[config.mk]
export PLATFORM = sky130hd
export DESIGN_NAME = fifo_write_controller_flat
export DESIGN_NICKNAME = d
export VERILOG_FILES = /design/src/rtl/fifo_write_controller_if.sv /design/src/rtl/fifo_write_controller.sv /design/src/flat_wrapper.sv
export SDC_FILE = /design/constraint.sdc
export NUM_CORES = 1
export LEC_CHECK = 0
export CAP_MARGIN = 25
export CORE_ASPECT_RATIO = 0.6
export CORE_MARGIN = 2
export CORE_UTILIZATION = 51
export CTS_BUF_LIST = sky130_fd_sc_hd__clkbuf_8
export CTS_CLUSTER_SIZE = 16
export DETAILED_ROUTE_END_ITERATION = 12
export GPL_TIMING_DRIVEN = 0
export PLACE_DENSITY = 0.95
export SYNTH_ARGS = -nofsm -noshare
export SYNTH_HDL_FRONTEND = slang
export SYNTH_SLANG_ARGS = --single-unit
export TNS_END_PERCENT = 30
[constraint.sdc]
create_clock -name din_clock -period 2.6 [get_ports din_clock]
set_input_delay 0.52 -clock din_clock [delete_from_list [all_inputs] [get_ports din_clock]]
set_output_delay 0.52 -clock din_clock [all_outputs]
set_load 0.05 [all_outputs]
[src/rtl/fifo_write_controller_if.sv]
// fifo_write_controller_if: write-side bus of the dual-clock FIFO.
// Ports: din/din_send/din_ack (producer handshake), din_rdy (room, from flags),
// mem_we/mem_addr/mem_data (memory write), wr_address (Gray write pointer),
// wr_stall_cnt (stall statistics). master = controller, slave = its peers.
interface fifo_write_controller_if #(parameter int depth = 8, parameter int width = 8);
  logic [width-1:0] din;
  logic             din_send;
  logic             din_ack;
  logic             din_rdy;
  logic             mem_we;
  logic [depth-1:0] mem_addr;
  logic [width-1:0] mem_data;
  logic [depth-1:0] wr_address;
  logic [15:0]      wr_stall_cnt;
  modport master (input din, din_send, din_rdy,
                  output din_ack, mem_we, mem_addr, mem_data, wr_address, wr_stall_cnt);
  modport slave (output din, din_send, din_rdy,
                 input din_ack, mem_we, mem_addr, mem_data, wr_address, wr_stall_cnt);
endinterface

[src/rtl/fifo_write_controller.sv]
// fifo_write_controller: write-domain FIFO controller with 2-entry skid buffer and Gray pointer.
// Ports: din_clock (write clock), reset_n (async active-low), bus (fifo_write_controller_if.master).
// Optional macro FIFO_WR_STALL_STATS_EN enables the saturating wr_stall_cnt counter.
module fifo_write_controller #(parameter int depth = 8, parameter int width = 8) (
  input logic din_clock,
  input logic reset_n,
  fifo_write_controller_if.master bus
);
  typedef enum logic [1:0] {EMPTY = 2'd0, ONE = 2'd1, FULL = 2'd2} occ_t;
  occ_t             occ_q, occ_d;
  logic [width-1:0] e0_q, e0_d, e1_q, e1_d;
  logic             ack_q, ack_d;
  logic [depth-1:0] ptr_q, ptr_d, gray_q, gray_d;
  logic             push, pop;
  assign push = bus.din_send & ack_q;
  assign pop  = (occ_q != EMPTY) & bus.din_rdy;
  always_comb begin
    occ_d = occ_q;
    e0_d  = e0_q;
    e1_d  = e1_q;
    case (occ_q)
      EMPTY: if (push) begin
        occ_d = ONE;
        e0_d  = bus.din;
      end
      ONE: if (push && !pop) begin
        occ_d = FULL;
        e1_d  = bus.din;
      end else if (pop && !push) occ_d = EMPTY;
      else if (push) e0_d = bus.din;
      FULL: if (pop) begin
        occ_d = ONE;
        e0_d  = e1_q;
      end
      default: occ_d = EMPTY;
    endcase
    ack_d  = occ_d != FULL;
    ptr_d  = ptr_q + depth'(pop);
    gray_d = ptr_d ^ (ptr_d >> 1);
  end
  always_ff @(posedge din_clock or negedge reset_n)
    if (!reset_n) begin
      occ_q  <= EMPTY;
      e0_q   <= '0;
      e1_q   <= '0;
      ack_q  <= 1'b0;
      ptr_q  <= '0;
      gray_q <= '0;
    end else begin
      occ_q  <= occ_d;
      e0_q   <= e0_d;
      e1_q   <= e1_d;
      ack_q  <= ack_d;
      ptr_q  <= ptr_d;
      gray_q <= gray_d;
    end
  assign bus.din_ack    = ack_q;
  assign bus.mem_we     = pop;
  assign bus.mem_addr   = ptr_q;
  assign bus.mem_data   = e0_q;
  assign bus.wr_address = gray_q;
`ifdef FIFO_WR_STALL_STATS_EN
  logic [15:0] stall_q, stall_d;
  assign stall_d = (occ_q != EMPTY && !bus.din_rdy && stall_q != 16'hFFFF) ? stall_q + 16'd1 : stall_q;
  always_ff @(posedge din_clock or negedge reset_n)
    if (!reset_n) stall_q <= 16'h0000;
    else stall_q <= stall_d;
  assign bus.wr_stall_cnt = stall_q;
`else
  assign bus.wr_stall_cnt = 16'h0000;
`endif
endmodule

[src/flat_wrapper.sv]
// flat-port wrapper written by rule: the top's interface ports become plain ports
module fifo_write_controller_flat 
#(parameter int depth = 8, parameter int width = 8)
  (din_clock, reset_n, bus_din, bus_din_send, bus_din_rdy, bus_din_ack, bus_mem_we, bus_mem_addr, bus_mem_data, bus_wr_address, bus_wr_stall_cnt);
  fifo_write_controller_if #(.depth(depth), .width(width)) bus_i ();
  input logic din_clock;
  input logic reset_n;
  input wire logic [$bits(bus_i.din)-1:0] bus_din;
  input wire logic [$bits(bus_i.din_send)-1:0] bus_din_send;
  input wire logic [$bits(bus_i.din_rdy)-1:0] bus_din_rdy;
  output wire logic [$bits(bus_i.din_ack)-1:0] bus_din_ack;
  output wire logic [$bits(bus_i.mem_we)-1:0] bus_mem_we;
  output wire logic [$bits(bus_i.mem_addr)-1:0] bus_mem_addr;
  output wire logic [$bits(bus_i.mem_data)-1:0] bus_mem_data;
  output wire logic [$bits(bus_i.wr_address)-1:0] bus_wr_address;
  output wire logic [$bits(bus_i.wr_stall_cnt)-1:0] bus_wr_stall_cnt;
  assign bus_i.din = bus_din;
  assign bus_i.din_send = bus_din_send;
  assign bus_i.din_rdy = bus_din_rdy;
  assign bus_din_ack = bus_i.din_ack;
  assign bus_mem_we = bus_i.mem_we;
  assign bus_mem_addr = bus_i.mem_addr;
  assign bus_mem_data = bus_i.mem_data;
  assign bus_wr_address = bus_i.wr_address;
  assign bus_wr_stall_cnt = bus_i.wr_stall_cnt;
  fifo_write_controller #(.depth(depth), .width(width)) u_core (.din_clock(din_clock), .reset_n(reset_n), .bus(bus_i));
endmodule
==> results of run 1 <==
-- registers in the layout (all words and copies together), names as in the netlist --
register	count
u_core.bus.din_ack	1
u_core.bus.mem_data	8
u_core.bus.wr_address	8
u_core.bus.mem_addr	7
u_core.occ_q	2
u_core.e1_q	8
-- cells by family after synthesis --
| kind of cell | after synthesis | share of synthesized area, % |
|---|---|---|
| adders and majority gates | 1 | 0.732 |
| muxes | 17 | 10.5 |
| xor gates and xnor gates | 14 | 7.18 |
| buffers and inverters | 24 | 10.8 |
| AOI/OAI and AO/OA | 21 | 10.5 |
| and+or+nand+nor | 34 | 10.3 |
| DFF | 34 | 49.8 |
| other | 1 | 0.220 |
-- cell usage after synthesis, drive strengths merged, types with 2 or more instances --
master / count
dfrtp: 34
buf: 22
nor2: 12
a21oi: 11
nand2: 10
mux2i: 9
mux2: 8
xor2: 8
xnor2: 6
and2: 4
a221oi: 2
-- cell type report --
class                           count  area [um2]
Sequential cell                    34         851
Inverter                            1        3.75
Clock buffer                        8         110
Buffer                             23         180
Multi-Input combinational cell    103         729
Fill cell                         231         937
Tap cell                           45        56.3
Timing Repair Buffer               36         355
-- worst paths after layout --
check	to	depth (start not counted)
hold reg to reg	u_core.e1_q[2]$_DFFE_PN0P_	1
setup / recovery	bus_mem_we	2
setup reg to reg	u_core.bus.wr_address[4]$_DFF_PN0_	8
min in group din_clock	u_core.e1_q[2]$_DFFE_PN0P_	1
max in group asynchronous	u_core.bus.wr_address[3]$_DFF_PN0_	1
hold / removal	u_core.bus.wr_address[2]$_DFF_PN0_	1
-- worst max-delay path, delay by kind of cell (launching register included) --
family | cells | cell delay (ns)
buffers and inverters | 1 | 0.82
AO/OA/AOI/OAI | 1 | 0.22
flip-flops | 1 | 0.50
-- through the flow --
stage	setup WS, ns	total power [uW]	util [%]	cells	hold slack [ns]
2_1_floorplan	0.423	2050	-	161	0.224
3_3_place_gp	0.292	2480	67.7	242	0.489
3_5_place_dp	0.386	2520	67.5	242	0.496
4_1_cts	0.263	2970	70.9	250	0.324
5_1_grt	0.219	3120	70.9	250	0.348
6_report	0.248	2960	70.9	250	0.286
-- power by group through the flow --
stage	logic (uW)	registers, uW	clock network [uW]
6_report	1560	949	453
4_1_cts	1570	945	460
2_1_floorplan	586	1470	0
3_5_place_dp	1570	953	0
3_3_place_gp	1540	943	0
5_1_grt	1650	977	488
-- layout by cell type (no fill, tap or decap), types with 9 or more instances in the layout --
master / n
clkdlybuf4s50_1: 35
dfrtp_1: 34
buf_4: 20
conb_1: 16
nor2_1: 12
a21oi_1: 11
nand2_1: 10
clkbuf_8: 9
mux2i_1: 9
-- routing by layer --
layer,vias up,global-route usage (%),wire length (um)
li1,578,-,-
met1,574,25.4,1480
met2,36,30.2,1570
met3,6,7.22,209
met4,0,5.85,30
met5,-,0,0
==> run_results.csv, run 1 <==
group,metric,value,unit
grt,grt_usage,19.4,%
power,p_leak,0.00110,uW
floorplanning,fp.dieW,78.7,um
power,powerDensity,1300,mW/mm2
route,ant_nets,0,
timing,final_hold_viol_count,0,
cts,cts_root_buffer,"clkbuf_8",
cts,cts_tree,"built",
logic_synthesis,ys_seq_elements,34,
grt,grt_pass1_wl,5580,um
logic_synthesis,synth_top_area_cell,"dfrtp_1",
timing,setup_viol,0,
cts,ctsResizeCount,0,
cts,clk_path_buf_depth,2,
logic_synthesis,synth_area,0.00171,mm2
route,drc,0,
floorplanning,pin_count,54,
worst_setup_path,worst_setup_path_start_kind,"flop",
route,wl,3290,um
worst_setup_path,crit_path_end_kind,"output pin",
route,dr_total_vias,1194,
place,globalplace.congestion,0.924,
power,p_sw,1350,uW
logic_synthesis,yosysSeqAreaShare,49.8,%
cts,htree_levels,2,
logic_synthesis,synth_cells,146,
grt,grt_max_degree,35,
power,switching_share,45.5,%
logic_synthesis,synth_top_cell_area_share,49.8,%
timing,min_period_over_period,90.5,%
worst_setup_path,cp_data_required_time,2.08,ns
finish,design_area,0.00229,mm2
outcome,outcome,"finished clean",
timing,tightest_slew,0.732,ns
timing,period_needed,2.35,ns
worst_setup_path,worstPathCellList,"o21a_1 > clkdlybuf4s50_1",
cts,postCtsSetupRepairBufs,0,
grt,grt_antenna_before_repair,0,
logic_synthesis,synthTopCellsByArea,"dfrtp_1, buf_4, mux2i_1, mux2_2, xor2_1",
timing,rsz0062_at_grt,"no",
place,post_dp_cell_area,0.00218,mm2
finish,areaGrowthSynthToFinish,33.8,%
worst_setup_path,worstReg2RegStart,"u_core.occ_q[1]$_DFF_PN0_",
cts,clk_pin_slew,0.07,ns
logic_synthesis,yosys_warnings,0,
power,clockPowerShare,15.3,%
timing,final_max_slew_viol_count,0,
logic_synthesis,synthArstFlopShare,100,%
grt,gr-total-overflow,0,
floorplanning,die_area,0.00384,mm2
power,peakVddDrop,0.654,mV
flow_run,cap_violations,0,
route,via_per_inst,4.78,
worst_setup_path,r2r_setup_slack,0.58,ns
finish,drive_gt1_share,24.4,%
worst_setup_path,critPathLaunch,"u_core.occ_q[0]$_DFF_PN0_",
cts,cts_inserted_buffers,5,
power,pwr-share-comb,52.7,%
cts,clkSinkCount,34,
worst_setup_path,worstSetupPathType,"flop to output pin",
power,p_int,1610,uW
floorplanning,initial_core_util,53.0,%
worst_setup_path,worstPathArrival,1.83,ns
hold_path,hp-class,"input pin to async pin",
logic_synthesis,synth_edf_count,0,
route,drt_pre_antenna_iters,4,
cts,clk_latency,0.29,ns
route,drt_iter0_drc,72,
route,wl_per_cell,13.2,um
worst_setup_path,crit_fanout,7,
floorplanning,rows,16,
worst_setup_path,max_stage_delay,0.82,ns
timing,tns,0,ns
finish,diodes,0,
logic_synthesis,ys.flop_type,"dfrtp_1",
floorplanning,die_h,48.8,um
timing,worst_clock_skew,0.00507,ns
place,io_buffers,36,
logic_synthesis,yosysUniqueCellTypes,35,
place,dp_hpwl,2440,um
floorplanning,coreArea,0.00322,mm2
grt,grt_pass1_vias,1195,
logic_synthesis,syn_avg_cell_area,11.7,um2
worst_setup_path,cp_slowest_cell,"clkdlybuf4s50_1",
finish,fin_nets,217,
timing,slew_headroom,51.2,%
power,p_seq_share,32.0,%
cts,hold_buffers,0,
timing,fmax,425,MHz
Note: power is estimated with default switching activity, not from simulation.
==> run 2: changes to the inputs <==
--- a/config.mk
+++ b/config.mk
@@ -14,6 +14,7 @@
 export DETAILED_ROUTE_END_ITERATION = 12
 export GPL_TIMING_DRIVEN = 0
 export PLACE_DENSITY = 0.95
+export RECOVER_POWER = 25
 export SYNTH_ARGS = -nofsm -noshare
 export SYNTH_HDL_FRONTEND = slang
 export SYNTH_SLANG_ARGS = --single-unit
==> run_results.csv, run 2 (synthesis results as in run 1) <==
group,metric,value,unit
floorplanning,die_h,48.8,um
finish,areaGrowthSynthToFinish,33.8,%
worst_setup_path,r2r.worst_path.cells,8,
worst_setup_path,worstSetupPathType,"flop to output pin",
worst_setup_path,worstPathCellList,"o21a_1 > clkdlybuf4s50_1",
route,drc,0,
timing,tightest_slew,1.76,ns
worst_setup_path,crit_buf_inv,1,
cts,clkSinkCount,34,
place,io_buffers,36,
timing,rsz0062_at_grt,"no",
timing,worst_clock_skew,0.00512,ns
outcome,violations,"capacitance limit, slew limit",
worst_setup_path,cp_data_required_time,2.08,ns
outcome,outcome,"finished, violations left",
place,dp_hpwl,2440,um
cts,cts_root_buffer,"clkbuf_8",
hold_path,min_to,"u_core.e1_q[2]$_DFFE_PN0P_",
finish,fin_cells,250,
cts,hold_buffers,0,
worst_setup_path,critical_path.top_delay_family,"buffers and inverters",
timing,fmax,425,MHz
hold_path,hp-start,"u_core.e1_q[2]$_DFFE_PN0P_",
cts,htree_levels,2,
finish,diodes,0,
cts,cts_tree,"built",
timing,final_max_slew_viol_count,35,
floorplanning,initial_core_util,53.0,%
cts,clk_path_buf_depth,2,
place,post_dp_cell_area,0.00218,mm2
hold_path,hp-class,"flop to flop",
worst_setup_path,worstPathArrival,1.83,ns
worst_setup_path,crit_fanout,7,
grt,grt_usage,19.4,%
floorplanning,fp.dieW,78.7,um
cts,ctsResizeCount,0,
worst_setup_path,r2r_setup_slack,0.58,ns
timing,hold_slack,0.515,ns
finish,design_area,0.00228,mm2
place,globalplace.congestion,0.924,
worst_setup_path,cp_slowest_cell,"clkdlybuf4s50_1",
route,wl_per_cell,13.2,um
place,place_inst,242,
route,drt_iter0_drc,72,
timing,final_hold_viol_count,0,
grt,grt_max_degree,35,
worst_setup_path,r2r-end,"u_core.bus.wr_address[4]$_DFF_PN0_",
worst_setup_path,max_stage_delay,0.82,ns
route,drt_pre_antenna_iters,4,
finish,utilization,70.9,%
timing,setup_viol,0,
cts,clk_pin_slew,0.07,ns
timing,tns,0,ns
finish,drive_gt1_share,23.9,%
timing,period_needed,2.35,ns
cts,cts_inserted_buffers,5,
route,wl,3290,um
floorplanning,pin_count,54,
floorplanning,die_area,0.00384,mm2
timing,slew_headroom,-17.5,%
timing,min_period_over_period,90.5,%
finish,fin_nets,217,
grt,grt_antenna_before_repair,0,
cts,postCtsSetupRepairBufs,0,
power,powerDensity,1300,mW/mm2
worst_setup_path,worst_setup_path_start_kind,"flop",
finish,mostFrequentLayoutCells,"clkdlybuf4s50_1, dfrtp_1, buf_4",
grt,grt_pass1_wl,5580,um
grt,grt_pass1_vias,1195,
worst_setup_path,worstReg2RegStart,"u_core.occ_q[1]$_DFF_PN0_",
grt,gr-total-overflow,0,
route,via_per_inst,4.77,
flow_run,cap_violations,1,
worst_setup_path,crit_path_end_kind,"output pin",
finish,final_common_cell,"clkdlybuf4s50_1",
floorplanning,coreArea,0.00322,mm2
finish,fillerInstances,232,
route,dr_total_vias,1193,
cts,clk_latency,0.29,ns
power,peakVddDrop,0.654,mV
power,p_leak,0.00110,uW
hold_path,holdPathStages,1,
floorplanning,rows,16,
route,ant_nets,0,
## run 2: cell types whose count changed in the layout (fill, tap and decap cells not counted), sizes merged
cell / before / now
buf: 23 / 22
clkbuf: 9 / 10
## run 2: cell type report
| class | count | area [um2] | share of cell area (%) |
|---|---|---|---|
| flip-flops and latches | 34 | 851 | 37.2 |
| multi-input cells | 103 | 729 | 31.9 |
| repair buffers | 36 | 354 | 15.5 |
| plain buffers | 23 | 180 | 7.89 |
| clock buffers | 8 | 110 | 4.82 |
| well taps | 45 | 56.3 | 2.46 |
| inverters | 1 | 3.75 | 0.164 |
## run 2: worst max path at each step
stage                               from                                 end  slack (ns)  cells past startpoint
3_5_place_dp                 bus_din_rdy                          bus_mem_we        0.39                      3
4_1_cts        u_core.occ_q[0]$_DFF_PN0_                          bus_mem_we        0.26                      2
5_1_grt        u_core.occ_q[0]$_DFF_PN0_                          bus_mem_we        0.22                      2
2_1_floorplan                bus_din_rdy  u_core.bus.wr_address[6]$_DFF_PN0_        0.42                      8
3_3_place_gp                     reset_n          u_core.e1_q[5]$_DFFE_PN0P_        0.29                      1
6_report       u_core.occ_q[0]$_DFF_PN0_                          bus_mem_we        0.25                      2
## run 2: per-stage QoR
stage,worst slack (ns),power (uW)
after floorplan,0.423,2050
after global placement,0.292,2480
after detailed placement,0.386,2520
after CTS,0.263,2970
after global routing,0.219,3120
final,0.248,2960
## run 2: layer usage
metal	up-vias	track usage [%]	wire length (um)
met1	573	25.4	1480
met3	6	7.22	209
met5	-	0	0
met4	0	5.85	30
li1	578	-	-
met2	36	30.2	1570
## run 2: report_power, final
group / internal [uW] / total, uW / switching (uW)
clock: 267 / 453 / 186
combinational: 583 / 1560 / 978
sequential: 765 / 949 / 185
total: 1610 / 2960 / 1350
